==> config.mk <==
export PLATFORM = sky130hd
export DESIGN_NAME = gem_fiber_rx_deframer_flat
export DESIGN_NICKNAME = d
export VERILOG_FILES = /design/src/rtl/gem_fiber_pkg.sv /design/src/rtl/gem_fiber_rx_deframer_if.sv /design/src/rtl/gem_fiber_err_cnt.sv /design/src/rtl/gem_fiber_rx_deframer.sv /design/src/flat_wrapper.sv
export SDC_FILE = /design/constraint.sdc
export NUM_CORES = 1
export LEC_CHECK = 0
export ABC_AREA = 1
export CAP_MARGIN = 20
export CORE_MARGIN = 3
export CORE_UTILIZATION = 40
export CTS_BUF_LIST = sky130_fd_sc_hd__clkbuf_2 sky130_fd_sc_hd__clkbuf_4 sky130_fd_sc_hd__clkbuf_8
export CTS_CLUSTER_SIZE = 24
export DETAILED_ROUTE_END_ITERATION = 10
export PLACE_DENSITY = 0.79
export SLEW_MARGIN = 10
export SYNTH_ARGS = -nofsm -noshare
export SYNTH_HDL_FRONTEND = slang
export SYNTH_HIERARCHICAL = 1
export SYNTH_SLANG_ARGS = --single-unit
==> constraint.sdc <==
create_clock -name TRG_CLK80 -period 2.2 [get_ports TRG_CLK80]
set_clock_uncertainty 0.05 [all_clocks]
set_input_delay 0.22 -clock TRG_CLK80 [delete_from_list [all_inputs] [get_ports TRG_CLK80]]
set_output_delay 0.22 -clock TRG_CLK80 [all_outputs]
set_load 0.01 [all_outputs]
==> src/rtl/gem_fiber_pkg.sv <==
// Shared constants, FSM state type and K-code helpers for the GEM fiber RX deframer.
package gem_fiber_pkg;

  localparam logic [7:0]  K_BC      = 8'hBC;
  localparam logic [7:0]  K_F7      = 8'hF7;
  localparam logic [7:0]  K_FB      = 8'hFB;
  localparam logic [7:0]  K_FD      = 8'hFD;
  localparam logic [7:0]  K_FC      = 8'hFC;
  localparam logic [31:0] IDLE_WORD = 32'h50BC50BC;
  localparam logic [3:0]  ISK_A     = 4'b0000;
  localparam logic [3:0]  ISK_B     = 4'b0001;
  localparam logic [3:0]  ISK_IDLE  = 4'b0101;

  typedef enum logic [1:0] {
    ST_HUNT   = 2'd0,
    ST_CHECK  = 2'd1,
    ST_LOCKED = 2'd2
  } state_e;

  // Bunch-sequence index carried by a separator; FC has no index of its own.
  function automatic logic [1:0] k_to_idx(input logic [7:0] k);
    logic [1:0] idx;
    case (k)
      K_F7:    idx = 2'd1;
      K_FB:    idx = 2'd2;
      K_FD:    idx = 2'd3;
      default: idx = 2'd0;
    endcase
    return idx;
  endfunction

  function automatic logic is_sep(input logic [7:0] k);
    return (k == K_BC) || (k == K_F7) || (k == K_FB) || (k == K_FD) || (k == K_FC);
  endfunction

endpackage

==> src/rtl/gem_fiber_rx_deframer_if.sv <==
// GTX RX word stream into the deframer and reassembled cluster frames out of it.
interface gem_fiber_rx_deframer_if;
  logic [31:0] RX_DATA;
  logic [3:0]  RX_ISK;
  logic        RX_READY;
  logic [55:0] GEM_DATA;
  logic        GEM_OVERFLOW;
  logic        GEM_VALID;
  logic [1:0]  BX_SEQ;

  // master: GTX wrapper / cluster consumer side; slave: the deframer
  modport master (
    output RX_DATA, RX_ISK, RX_READY,
    input  GEM_DATA, GEM_OVERFLOW, GEM_VALID, BX_SEQ
  );
  modport slave (
    input  RX_DATA, RX_ISK, RX_READY,
    output GEM_DATA, GEM_OVERFLOW, GEM_VALID, BX_SEQ
  );
endinterface

==> src/rtl/gem_fiber_err_cnt.sv <==
// Saturating event counter; a clear in the same cycle as an increment wins.
module gem_fiber_err_cnt #(
  parameter int CNT_W = 16
) (
  input  logic             clk_i,
  input  logic             rst_ni,
  input  logic             inc_i,
  input  logic             clr_i,
  output logic [CNT_W-1:0] cnt_o
);
  logic [CNT_W-1:0] cnt_q, cnt_d;

  always_comb begin
    cnt_d = cnt_q;
    if (clr_i) begin
      cnt_d = '0;
    end else if (inc_i && (cnt_q != {CNT_W{1'b1}})) begin
      cnt_d = cnt_q + CNT_W'(1);
    end
  end

  always_ff @(posedge clk_i or negedge rst_ni) begin
    if (!rst_ni) begin
      cnt_q <= '0;
    end else begin
      cnt_q <= cnt_d;
    end
  end

  assign cnt_o = cnt_q;
endmodule

==> src/rtl/gem_fiber_rx_deframer.sv <==
// Aligns the two-word GEM trigger frames, rebuilds the 56-bit cluster payload
// and tracks link lock, bunch-sequence K-codes and error counts.
module gem_fiber_rx_deframer
  import gem_fiber_pkg::*;
#(
  parameter int LOCK_FRAMES = 4,
  parameter int UNLOCK_ERRS = 8,
  parameter int CNT_W       = 16
) (
  input  logic                   TRG_CLK80,
  input  logic                   TRG_RST_N,
  gem_fiber_rx_deframer_if.slave link,
  input  logic                   CNT_CLR,
  output logic                   LOCKED,
  output logic                   LINK_IDLE,
  output logic [CNT_W-1:0]       FRAME_ERR_CNT,
  output logic [CNT_W-1:0]       SEQ_ERR_CNT
);
  localparam int GW = (LOCK_FRAMES > 1) ? $clog2(LOCK_FRAMES) : 1;
  localparam int BW = (UNLOCK_ERRS > 1) ? $clog2(UNLOCK_ERRS) : 1;

  state_e        state_q, state_d;
  logic          phase_q, phase_d;  // 1: word B is due next
  logic [GW-1:0] good_q, good_d;
  logic [BW-1:0] bad_q, bad_d;
  logic [31:0]   a_word_q, a_word_d;
  logic [55:0]   data_q, data_d;
  logic          ovf_q, ovf_d;
  logic          valid_q, valid_d;
  logic          idle_q, idle_d;
  logic [1:0]    bx_q, bx_d;

  logic          word_idle, a_ok, b_ok;
  logic          frame_good, frame_bad, deliver;
  logic          frame_err_inc, seq_err_inc;
  logic [7:0]    sep;
  logic [1:0]    sep_idx;

  assign sep       = link.RX_DATA[7:0];
  assign sep_idx   = k_to_idx(sep);
  assign word_idle = (link.RX_ISK == ISK_IDLE) && (link.RX_DATA == IDLE_WORD);
  assign a_ok      = (link.RX_ISK == ISK_A);
  assign b_ok      = (link.RX_ISK == ISK_B) && is_sep(sep);

  always_comb begin
    state_d       = state_q;
    phase_d       = phase_q;
    good_d        = good_q;
    bad_d         = bad_q;
    a_word_d      = a_word_q;
    data_d        = data_q;
    ovf_d         = ovf_q;
    bx_d          = bx_q;
    idle_d        = idle_q;
    valid_d       = 1'b0;
    frame_good    = 1'b0;
    frame_bad     = 1'b0;
    deliver       = 1'b0;
    frame_err_inc = 1'b0;
    seq_err_inc   = 1'b0;

    if (!link.RX_READY) begin
      state_d = ST_HUNT;
      phase_d = 1'b0;
      good_d  = '0;
      bad_d   = '0;
    end else if (word_idle) begin
      idle_d  = 1'b1;
      phase_d = 1'b0;
    end else begin
      idle_d = 1'b0;
      if (state_q == ST_HUNT) begin
        // Any well-formed B word marks a boundary: the next word should be A.
        if (b_ok) begin
          state_d = ST_CHECK;
          phase_d = 1'b0;
          good_d  = '0;
          bad_d   = '0;
        end
      end else if (!phase_q) begin
        if (a_ok) begin
          phase_d  = 1'b1;
          a_word_d = link.RX_DATA;
        end else begin
          frame_bad = 1'b1;
        end
      end else begin
        phase_d    = 1'b0;
        frame_good = b_ok;
        frame_bad  = !b_ok;
      end

      if (frame_bad) begin
        frame_err_inc = 1'b1;
        phase_d       = 1'b0;
        if ((state_q == ST_CHECK) || (bad_q == BW'(UNLOCK_ERRS - 1))) begin
          state_d = ST_HUNT;
          good_d  = '0;
          bad_d   = '0;
        end else begin
          bad_d = bad_q + BW'(1);
        end
      end

      if (frame_good) begin
        if (state_q == ST_LOCKED) begin
          deliver = 1'b1;
          bad_d   = '0;
        end else if (good_q == GW'(LOCK_FRAMES - 1)) begin
          deliver = 1'b1;
          state_d = ST_LOCKED;
          bad_d   = '0;
        end else begin
          good_d = good_q + GW'(1);
        end
      end

      // The frame that completes lock has no trusted predecessor, so it only seeds BX_SEQ.
      if (deliver) begin
        valid_d = 1'b1;
        data_d  = {a_word_q, link.RX_DATA[31:8]};
        if (sep == K_FC) begin
          ovf_d = 1'b1;
          bx_d  = bx_q + 2'd1;
        end else begin
          ovf_d       = 1'b0;
          bx_d        = sep_idx;
          seq_err_inc = (state_q == ST_LOCKED) && (sep_idx != bx_q + 2'd1);
        end
      end
    end
  end

  always_ff @(posedge TRG_CLK80 or negedge TRG_RST_N) begin
    if (!TRG_RST_N) begin
      state_q  <= ST_HUNT;
      phase_q  <= 1'b0;
      good_q   <= '0;
      bad_q    <= '0;
      a_word_q <= '0;
      data_q   <= '0;
      ovf_q    <= 1'b0;
      valid_q  <= 1'b0;
      idle_q   <= 1'b0;
      bx_q     <= '0;
    end else begin
      state_q  <= state_d;
      phase_q  <= phase_d;
      good_q   <= good_d;
      bad_q    <= bad_d;
      a_word_q <= a_word_d;
      data_q   <= data_d;
      ovf_q    <= ovf_d;
      valid_q  <= valid_d;
      idle_q   <= idle_d;
      bx_q     <= bx_d;
    end
  end

  gem_fiber_err_cnt #(.CNT_W(CNT_W)) u_frame_err_cnt (
    .clk_i  (TRG_CLK80),
    .rst_ni (TRG_RST_N),
    .inc_i  (frame_err_inc),
    .clr_i  (CNT_CLR),
    .cnt_o  (FRAME_ERR_CNT)
  );

  gem_fiber_err_cnt #(.CNT_W(CNT_W)) u_seq_err_cnt (
    .clk_i  (TRG_CLK80),
    .rst_ni (TRG_RST_N),
    .inc_i  (seq_err_inc),
    .clr_i  (CNT_CLR),
    .cnt_o  (SEQ_ERR_CNT)
  );

  assign link.GEM_DATA     = data_q;
  assign link.GEM_OVERFLOW = ovf_q;
  assign link.GEM_VALID    = valid_q;
  assign link.BX_SEQ       = bx_q;
  assign LOCKED            = (state_q == ST_LOCKED);
  assign LINK_IDLE         = idle_q;
endmodule

==> src/flat_wrapper.sv <==
// flat-port wrapper written by rule: the top's interface ports become plain ports
module gem_fiber_rx_deframer_flat import gem_fiber_pkg::*;
#(
  parameter int LOCK_FRAMES = 4,
  parameter int UNLOCK_ERRS = 8,
  parameter int CNT_W       = 16
)
  (TRG_CLK80, TRG_RST_N, CNT_CLR, LOCKED, LINK_IDLE, FRAME_ERR_CNT, SEQ_ERR_CNT, link_RX_DATA, link_RX_ISK, link_RX_READY, link_GEM_DATA, link_GEM_OVERFLOW, link_GEM_VALID, link_BX_SEQ);
  gem_fiber_rx_deframer_if link_i ();
  input  logic TRG_CLK80;
  input  logic TRG_RST_N;
  input  logic CNT_CLR;
  output logic LOCKED;
  output logic LINK_IDLE;
  output logic [CNT_W-1:0] FRAME_ERR_CNT;
  output logic [CNT_W-1:0] SEQ_ERR_CNT;
  input wire logic [$bits(link_i.RX_DATA)-1:0] link_RX_DATA;
  input wire logic [$bits(link_i.RX_ISK)-1:0] link_RX_ISK;
  input wire logic [$bits(link_i.RX_READY)-1:0] link_RX_READY;
  output wire logic [$bits(link_i.GEM_DATA)-1:0] link_GEM_DATA;
  output wire logic [$bits(link_i.GEM_OVERFLOW)-1:0] link_GEM_OVERFLOW;
  output wire logic [$bits(link_i.GEM_VALID)-1:0] link_GEM_VALID;
  output wire logic [$bits(link_i.BX_SEQ)-1:0] link_BX_SEQ;
  assign link_i.RX_DATA = link_RX_DATA;
  assign link_i.RX_ISK = link_RX_ISK;
  assign link_i.RX_READY = link_RX_READY;
  assign link_GEM_DATA = link_i.GEM_DATA;
  assign link_GEM_OVERFLOW = link_i.GEM_OVERFLOW;
  assign link_GEM_VALID = link_i.GEM_VALID;
  assign link_BX_SEQ = link_i.BX_SEQ;
  gem_fiber_rx_deframer #(.LOCK_FRAMES(LOCK_FRAMES), .UNLOCK_ERRS(UNLOCK_ERRS), .CNT_W(CNT_W)) u_core (.TRG_CLK80(TRG_CLK80), .TRG_RST_N(TRG_RST_N), .link(link_i), .CNT_CLR(CNT_CLR), .LOCKED(LOCKED), .LINK_IDLE(LINK_IDLE), .FRAME_ERR_CNT(FRAME_ERR_CNT), .SEQ_ERR_CNT(SEQ_ERR_CNT));
endmodule
==> metrics.txt, run 1 <==
syn nets 838; family with the most delay on the worst path simple AND/OR/NAND/NOR gates; Comb power frac 0.051; Critical Path Sink Type register; RSZ-0062 raised after global routing false; sequential area share after synthesis 0.515; initial antenna violation count 0; Routed wire per std cell 13.7 um; total buffers and inverters traversed by the critical path 6; Synth Flop Type dfrtp_1; Final Setup Violations 0; CP arrival 2350 ps; worst vdd ir between 0.2 and 0.3 mV; Syn Std Cell Area between 6000 and 7000 um2; post-place setup slack -816 ps; HP Class in2reg; CP max FO 7; Worst Tran Pin Value 549 ps; R2R cell count 8; Gate Count Post-Synth 793; largest net degree at the start of global routing just under 80; Rel. slew slack 0.633; Port Buffer Count 133; CTS max path bufs 2; Reg area 3330 um2; vias in the first global route 5,473; drt via density about 4.8; DPL Wire Length 11.8 mm; max-slew violations 0; multi-input logic area 2640 um2; core footprint roughly 15,000 um2; I/O pin total around 130; root buf cell clkbuf_8; Lkg Pwr 0.00437 uW; most frequent cells in the layout nand2_1 (297), dfrtp_1 (133), clkdlybuf4s50_1 (129); internal power around 3800 uW; Die X-Extent 133 um; Routed WL 16.4 mm; Tot GR Track Use 0.185; sequential share of power 0.491; final hold violations 0; CTS tree done; library cells used by synthesis 34; DRT antenna net count 0; CP max-delay cell clkdlybuf4s50_1; Clk pin slew, worst setup/hold paths 70 ps; reg2reg setup slack 200 ps; status completed; Levels on crit path 17; site row count 45; synthesized area per cell 8.15 um2; final worst slack 177 ps; H-tree level count 4; layout cells sized above 1 0.128; CP peak stage delay 510 ps; DR WL met2 7.83 mm; switching share of power 0.231; Core Util, Final 0.570; met3 WL between 1 and 1.5 mm; Synth Register Bits 133; # DRC 0; WHS Path Cells 3; Tcrit/Tclk final 0.920; clk sinks 133; most common cell after layout, fill and taps aside nand2_1; top routing layer used met4; Syn. warnings 6; routed vias 5,791; CTS buffer count 17; Initial Utilization 0.417; Max-Cap Viols 0; Die Area roughly 18,000 um2; P&R area growth vs syn 36.5%; worst skew pair latency 450 ps; Setup Crit Path Kind in2reg; Finished Cell Area 8820 um2; Post-synth EDFFs 0; Met1 Wirelength approximately 7.3 mm; final worst path period need 2020 ps; fmax 494 MHz; Fill cells between 1,000 and 1,500; net load switching power 1150 uW; Synth async-reset ratio 1.00; Cell Area, Placed between 8000 and 9000 um2; crit start category input pin; critical-path cell list clkdlybuf4s50_1, inv_1, nand4_1, nand2_1, nand2_2, nand3_2, nand3_4, buf_4, nand2_1, nor2_2, inv_1, nor2_4, inv_1, nor2_4, buf_6, nand4_1, nand2_1; grt ovf 0; routability cong. 0.900; first-pass GRT wire length 26.8 mm; Pre-Repair DR Iteration Count 5; Cell Pwr Density roughly 560 nW/um2; Layout Nets 1,017; antenna fix cells 0; DR iter-0 viols 418; worst path required time 2530 ps; Clk pwr share 0.458; Die Y 133 um
[cell families (layout without fill, tap and decap cells)]
group                    count (synthesis)  after routing  share of synthesized area
AND/OR/NAND/NOR                        442            442                      0.300
flip-flops                             133            133                      0.515
AO/OA/AOI/OAI                           90             90                     0.0761
buffers and inverters                  110            302                     0.0817
adder cells (fa/ha/maj)                  5              5                    0.00968
XOR/XNOR                                13             13                     0.0176
[power groups by stage]
stage          Clock [uW]  Combinational [uW]  Sequential [uW]
2_1_floorplan           0                69.5             2500
5_1_grt              2430                 282             2450
4_1_cts              2340                 258             2450
3_3_place_gp            0                 251             2490
3_5_place_dp            0                 254             2490
6_report             2280                 254             2450
[repair_timing]
action | CTS | global route
endpoints found under the hold margin | 133 | 0
setup endpoints to repair | 17 | 32
gates resized for setup | 3 | 11
hold buffers | 1 | 0
cloned | 0 | 0
pin swaps | 0 | 2
setup buffers | 0 | 1
[cell usage after synthesis (6+ instances only)]
cell type  number  share of area
a21oi_1         7         0.0054
inv_2           6         0.0035
nand2_2         6         0.0058
buf_6           9          0.016
xor2_1          7         0.0095
xnor2_1         6         0.0081
nand3_1        33          0.026
nand4_1        28          0.027
nor2_1         53          0.031
o21ai_1        20          0.015
nor3_1          6         0.0046
inv_1          77          0.045
nand2_1       297           0.17
o21ai_0        54          0.042
buf_2           7         0.0054
dfrtp_1       133           0.52
[registers in the layout, summed over array words and instances (netlist names), 2 cells and up]
name	cells
u_core/state_q	2
u_core/link.GEM_DATA	56
u_core/u_seq_err_cnt/cnt_o	16
u_core/a_word_q	32
u_core/u_frame_err_cnt/cnt_o	16
u_core/bad_q	3
u_core/good_q	2
u_core/link.BX_SEQ	2
[worst min-delay path, delay by kind of cell]
| kind | cells | cell delay, ps |
|---|---|---|
| buffers and inverters | 2 | 230 |
| AOI/OAI and AO/OA | 1 | 80 |
[final timing paths]
check                                                      from                                           end
worst max-delay path                            link_RX_DATA[1]  u_core/u_frame_err_cnt/cnt_o[10]$_DFFE_PN0P_
worst min-delay path                            link_RX_DATA[3]                u_core/a_word_q[3]$_DFFE_PN0P_
worst max register to register     u_core/good_q[0]$_DFFE_PN0P_          u_core/link.GEM_DATA[14]$_DFFE_PN0P_
worst min register to register  u_core/a_word_q[13]$_DFFE_PN0P_          u_core/link.GEM_DATA[37]$_DFFE_PN0P_
max in group asynchronous                             TRG_RST_N             u_core/link.BX_SEQ[1]$_DFFE_PN0P_
min in group asynchronous                             TRG_RST_N          u_core/link.GEM_DATA[38]$_DFFE_PN0P_
[layer usage]
layer | up-vias | global-route usage
met5 | - | 0
met4 | 0 | 0.0537
met3 | 19 | 0.0483
met2 | 169 | 0.302
met1 | 2726 | 0.245
li1 | 2877 | -
[cell type report]
type	count	share of cell area
flip-flops and latches	133	0.377
clock buffers	18	0.0281
clock inverters	14	0.0227
multi-input cells	550	0.300
well taps	211	0.0299
repair buffers	185	0.205
inverters	85	0.0367
[per-stage QoR]
| step | instances | total power, uW | TNS (ps) | hold WS (ps) |
|---|---|---|---|---|
| after floorplan | 793 | 2570 | 0 | -126 |
| after global placement | 1162 | 2750 | -25870 | 174 |
| after detailed placement | 1162 | 2750 | -28640 | 172 |
| after CTS | 1195 | 5040 | 0 | 264 |
| after global routing | 1196 | 5160 | 0 | 95.2 |
| final | 1196 | 4980 | 0 | 86.1 |
Note: power is estimated with default switching activity, not from simulation.
==> run 2, diff against run 1 <==
--- a/config.mk
+++ b/config.mk
@@ -8,11 +8,12 @@
 export ABC_AREA = 1
 export CAP_MARGIN = 20
 export CORE_MARGIN = 3
-export CORE_UTILIZATION = 40
+export CORE_UTILIZATION = 45
 export CTS_BUF_LIST = sky130_fd_sc_hd__clkbuf_2 sky130_fd_sc_hd__clkbuf_4 sky130_fd_sc_hd__clkbuf_8
 export CTS_CLUSTER_SIZE = 24
 export DETAILED_ROUTE_END_ITERATION = 10
-export PLACE_DENSITY = 0.79
+export PLACE_DENSITY = 0.86
+export SETUP_SLACK_MARGIN = 0.02
 export SLEW_MARGIN = 10
 export SYNTH_ARGS = -nofsm -noshare
 export SYNTH_HDL_FRONTEND = slang
==> metrics.txt, run 2 (synthesis results as in run 1) <==
final hold violations 0 (unchanged); most frequent cells in the layout nand2_1 (297), dfrtp_1 (133), clkdlybuf4s50_1 (132); drt via density 5.01 (+3.5%); most common cell after layout, fill and taps aside nand2_1; layout cells sized above 1 0.121 (-0.00739); Setup Crit Path Kind in2reg; Layout Nets 1,011 (-0.59%); core footprint 14,000 um2 (-9.7%); reg2reg setup slack 190 ps (about the same); Final Hold Slack 267 ps (+180 ps); max FFs per register 56 (unchanged); Initial Utilization 0.462 (+0.0446); final worst path period need 2040 ps (+16.2 ps); CTS buffer count 17 (unchanged); Routed wire per std cell 14.1 um (+2.3%); worst vdd ir 0.401 mV (+39%); Critical Path Sink Type register; routability cong. 0.856 (-4.9%); antenna fix cells 0 (unchanged); vias in the first global route 5,674 (+3.7%); Pre-Repair DR Iteration Count 5 (unchanged); Routed WL 16.3 mm (-0.87%); Max-Cap Viols 0 (unchanged); initial antenna violation count 0 (unchanged); family with the most delay on the worst path simple AND/OR/NAND/NOR gates; H-tree level count 4 (unchanged); Clk pin slew, worst setup/hold paths 80 ps (about the same); largest net degree at the start of global routing 66 (-14%); CP arrival 2350 ps (about the same); Cell Pwr Density 565 nW/um2 (about the same); DPL Wire Length 11.8 mm (-0.40%); CP max FO 7 (unchanged); Rel. slew slack 0.631 (-0.00287); worst skew pair latency 430 ps (-20 ps); status completed; HP Class in2async; clk sinks 133 (unchanged); root buf cell clkbuf_8; I/O pin total 134 (unchanged); critical-path cell list clkdlybuf4s50_1, nand2_1, nor3_4, inv_1, a21oi_1, xnor2_1, o21ai_1, nor3_4, inv_1, nor2_2, buf_4, nand4_1, nand2_1; Fill cells 1,160 (-18%); CP max-delay cell clkdlybuf4s50_1; Die Area 15,800 um2 (-11%); Port Buffer Count 133 (unchanged); Tcrit/Tclk final 0.927 (+0.00738); RSZ-0062 raised after global routing false; CTS max path bufs 2 (unchanged); Final Setup Violations 0 (unchanged); final worst slack 161 ps (-16.2 ps); P&R area growth vs syn 34.8%; worst path required time 2520 ps (about the same); # DRC 0 (unchanged); Critical Path Start link_RX_DATA[4]; Lkg Pwr 0.00432 uW (-1.1%); routed vias 5,810 (+0.33%); site row count 43 (-4.4%); Worst Tran Pin Value 552 ps (+2.88 ps); Crit Reg-Reg Startpoint u_core/good_q[0]$_DFFE_PN0P_; DR iter-0 viols 499 (+19%); grt ovf 0 (unchanged); fmax 490 MHz (-0.80%); first-pass GRT wire length 27.6 mm (+2.8%); crit start category input pin; Tot GR Track Use 0.212 (+0.0264); DRT antenna net count 0 (unchanged); CP peak stage delay 480 ps (-30 ps); Die Y 126 um (-5.5%); total buffers and inverters traversed by the critical path 4 (-2); post-place setup slack -638 ps (+178 ps); max-slew violations 0 (unchanged); Die X-Extent 126 um (-5.5%); CTS tree done
==> run 2: changes by cell type in the layout (fill, tap and decap cells not counted), moves of 2 or more <==
cell | before | now
clkinv_4 | 4 | 2
clkinvlp_4 | 3 | 1
dlymetal6s2s_1 | 3 | 0
clkinv_2 | 1 | 5
nor2_1 | 48 | 50
clkdlybuf4s50_1 | 129 | 132
nor2_4 | 8 | 6
buf_4 | 44 | 39
==> run 2: final timing paths <==
| check | depth (start not counted) | end |
|---|---|---|
| min | 2 | u_core/link.GEM_DATA[38]$_DFFE_PN0P_ |
| min reg2reg | 2 | u_core/link.GEM_DATA[33]$_DFFE_PN0P_ |
| max in group asynchronous | 3 | u_core/link.GEM_DATA[26]$_DFFE_PN0P_ |
| min in group TRG_CLK80 | 3 | u_core/link.GEM_DATA[16]$_DFFE_PN0P_ |
| max | 13 | u_core/u_seq_err_cnt/cnt_o[7]$_DFFE_PN0P_ |
| max reg2reg | 11 | u_core/u_seq_err_cnt/cnt_o[12]$_DFFE_PN0P_ |
==> run 2: cell type report <==
class	count	area, um2	share of cell area
clock inverters	13	179	0.0205
well taps	180	225	0.0259
inverters	85	327	0.0375
clock buffers	19	262	0.0300
repair buffers	179	1760	0.202
multi-input cells	550	2630	0.302
flip-flops and latches	133	3330	0.382
==> run 2: metrics by stage <==
step,TNS [ps],cells,power [uW],instance area (um2),util
after floorplan,0,793,2570,6470,-
after global placement,-19880,1125,2740,8230,0.588
after detailed placement,-24560,1125,2740,8230,0.588
after CTS,0,1158,4970,8680,0.621
after global routing,0,1159,5100,8710,0.623
final,0,1159,4920,8710,0.623
==> run 2: what timing repair did <==
action                                  in CTS  in global routing
setup buffers                                0                  1
resized for setup                            1                  6
hold buffers                                 1                  0
endpoints found under the setup margin      13                 29
pin swaps                                    0                  1
hold endpoints to repair                    56                  0
==> run 2: routing by layer <==
| layer | track usage | wire (um) | vias to the layer above |
|---|---|---|---|
| met5 | 0 | 0 | - |
| li1 | - | - | 2872 |
| met4 | 0.0580 | 273 | 0 |
| met2 | 0.345 | 8090 | 189 |
| met1 | 0.282 | 6940 | 2730 |
| met3 | 0.0568 | 985 | 19 |
==> run 2: power by group <==
part           switching [uW]  total [uW]  internal (uW)  leakage [uW]
Sequential               1.23        2450           2450       0.00184
Clock                     934        2230           1290      0.000226
Combinational             140         249            109       0.00225
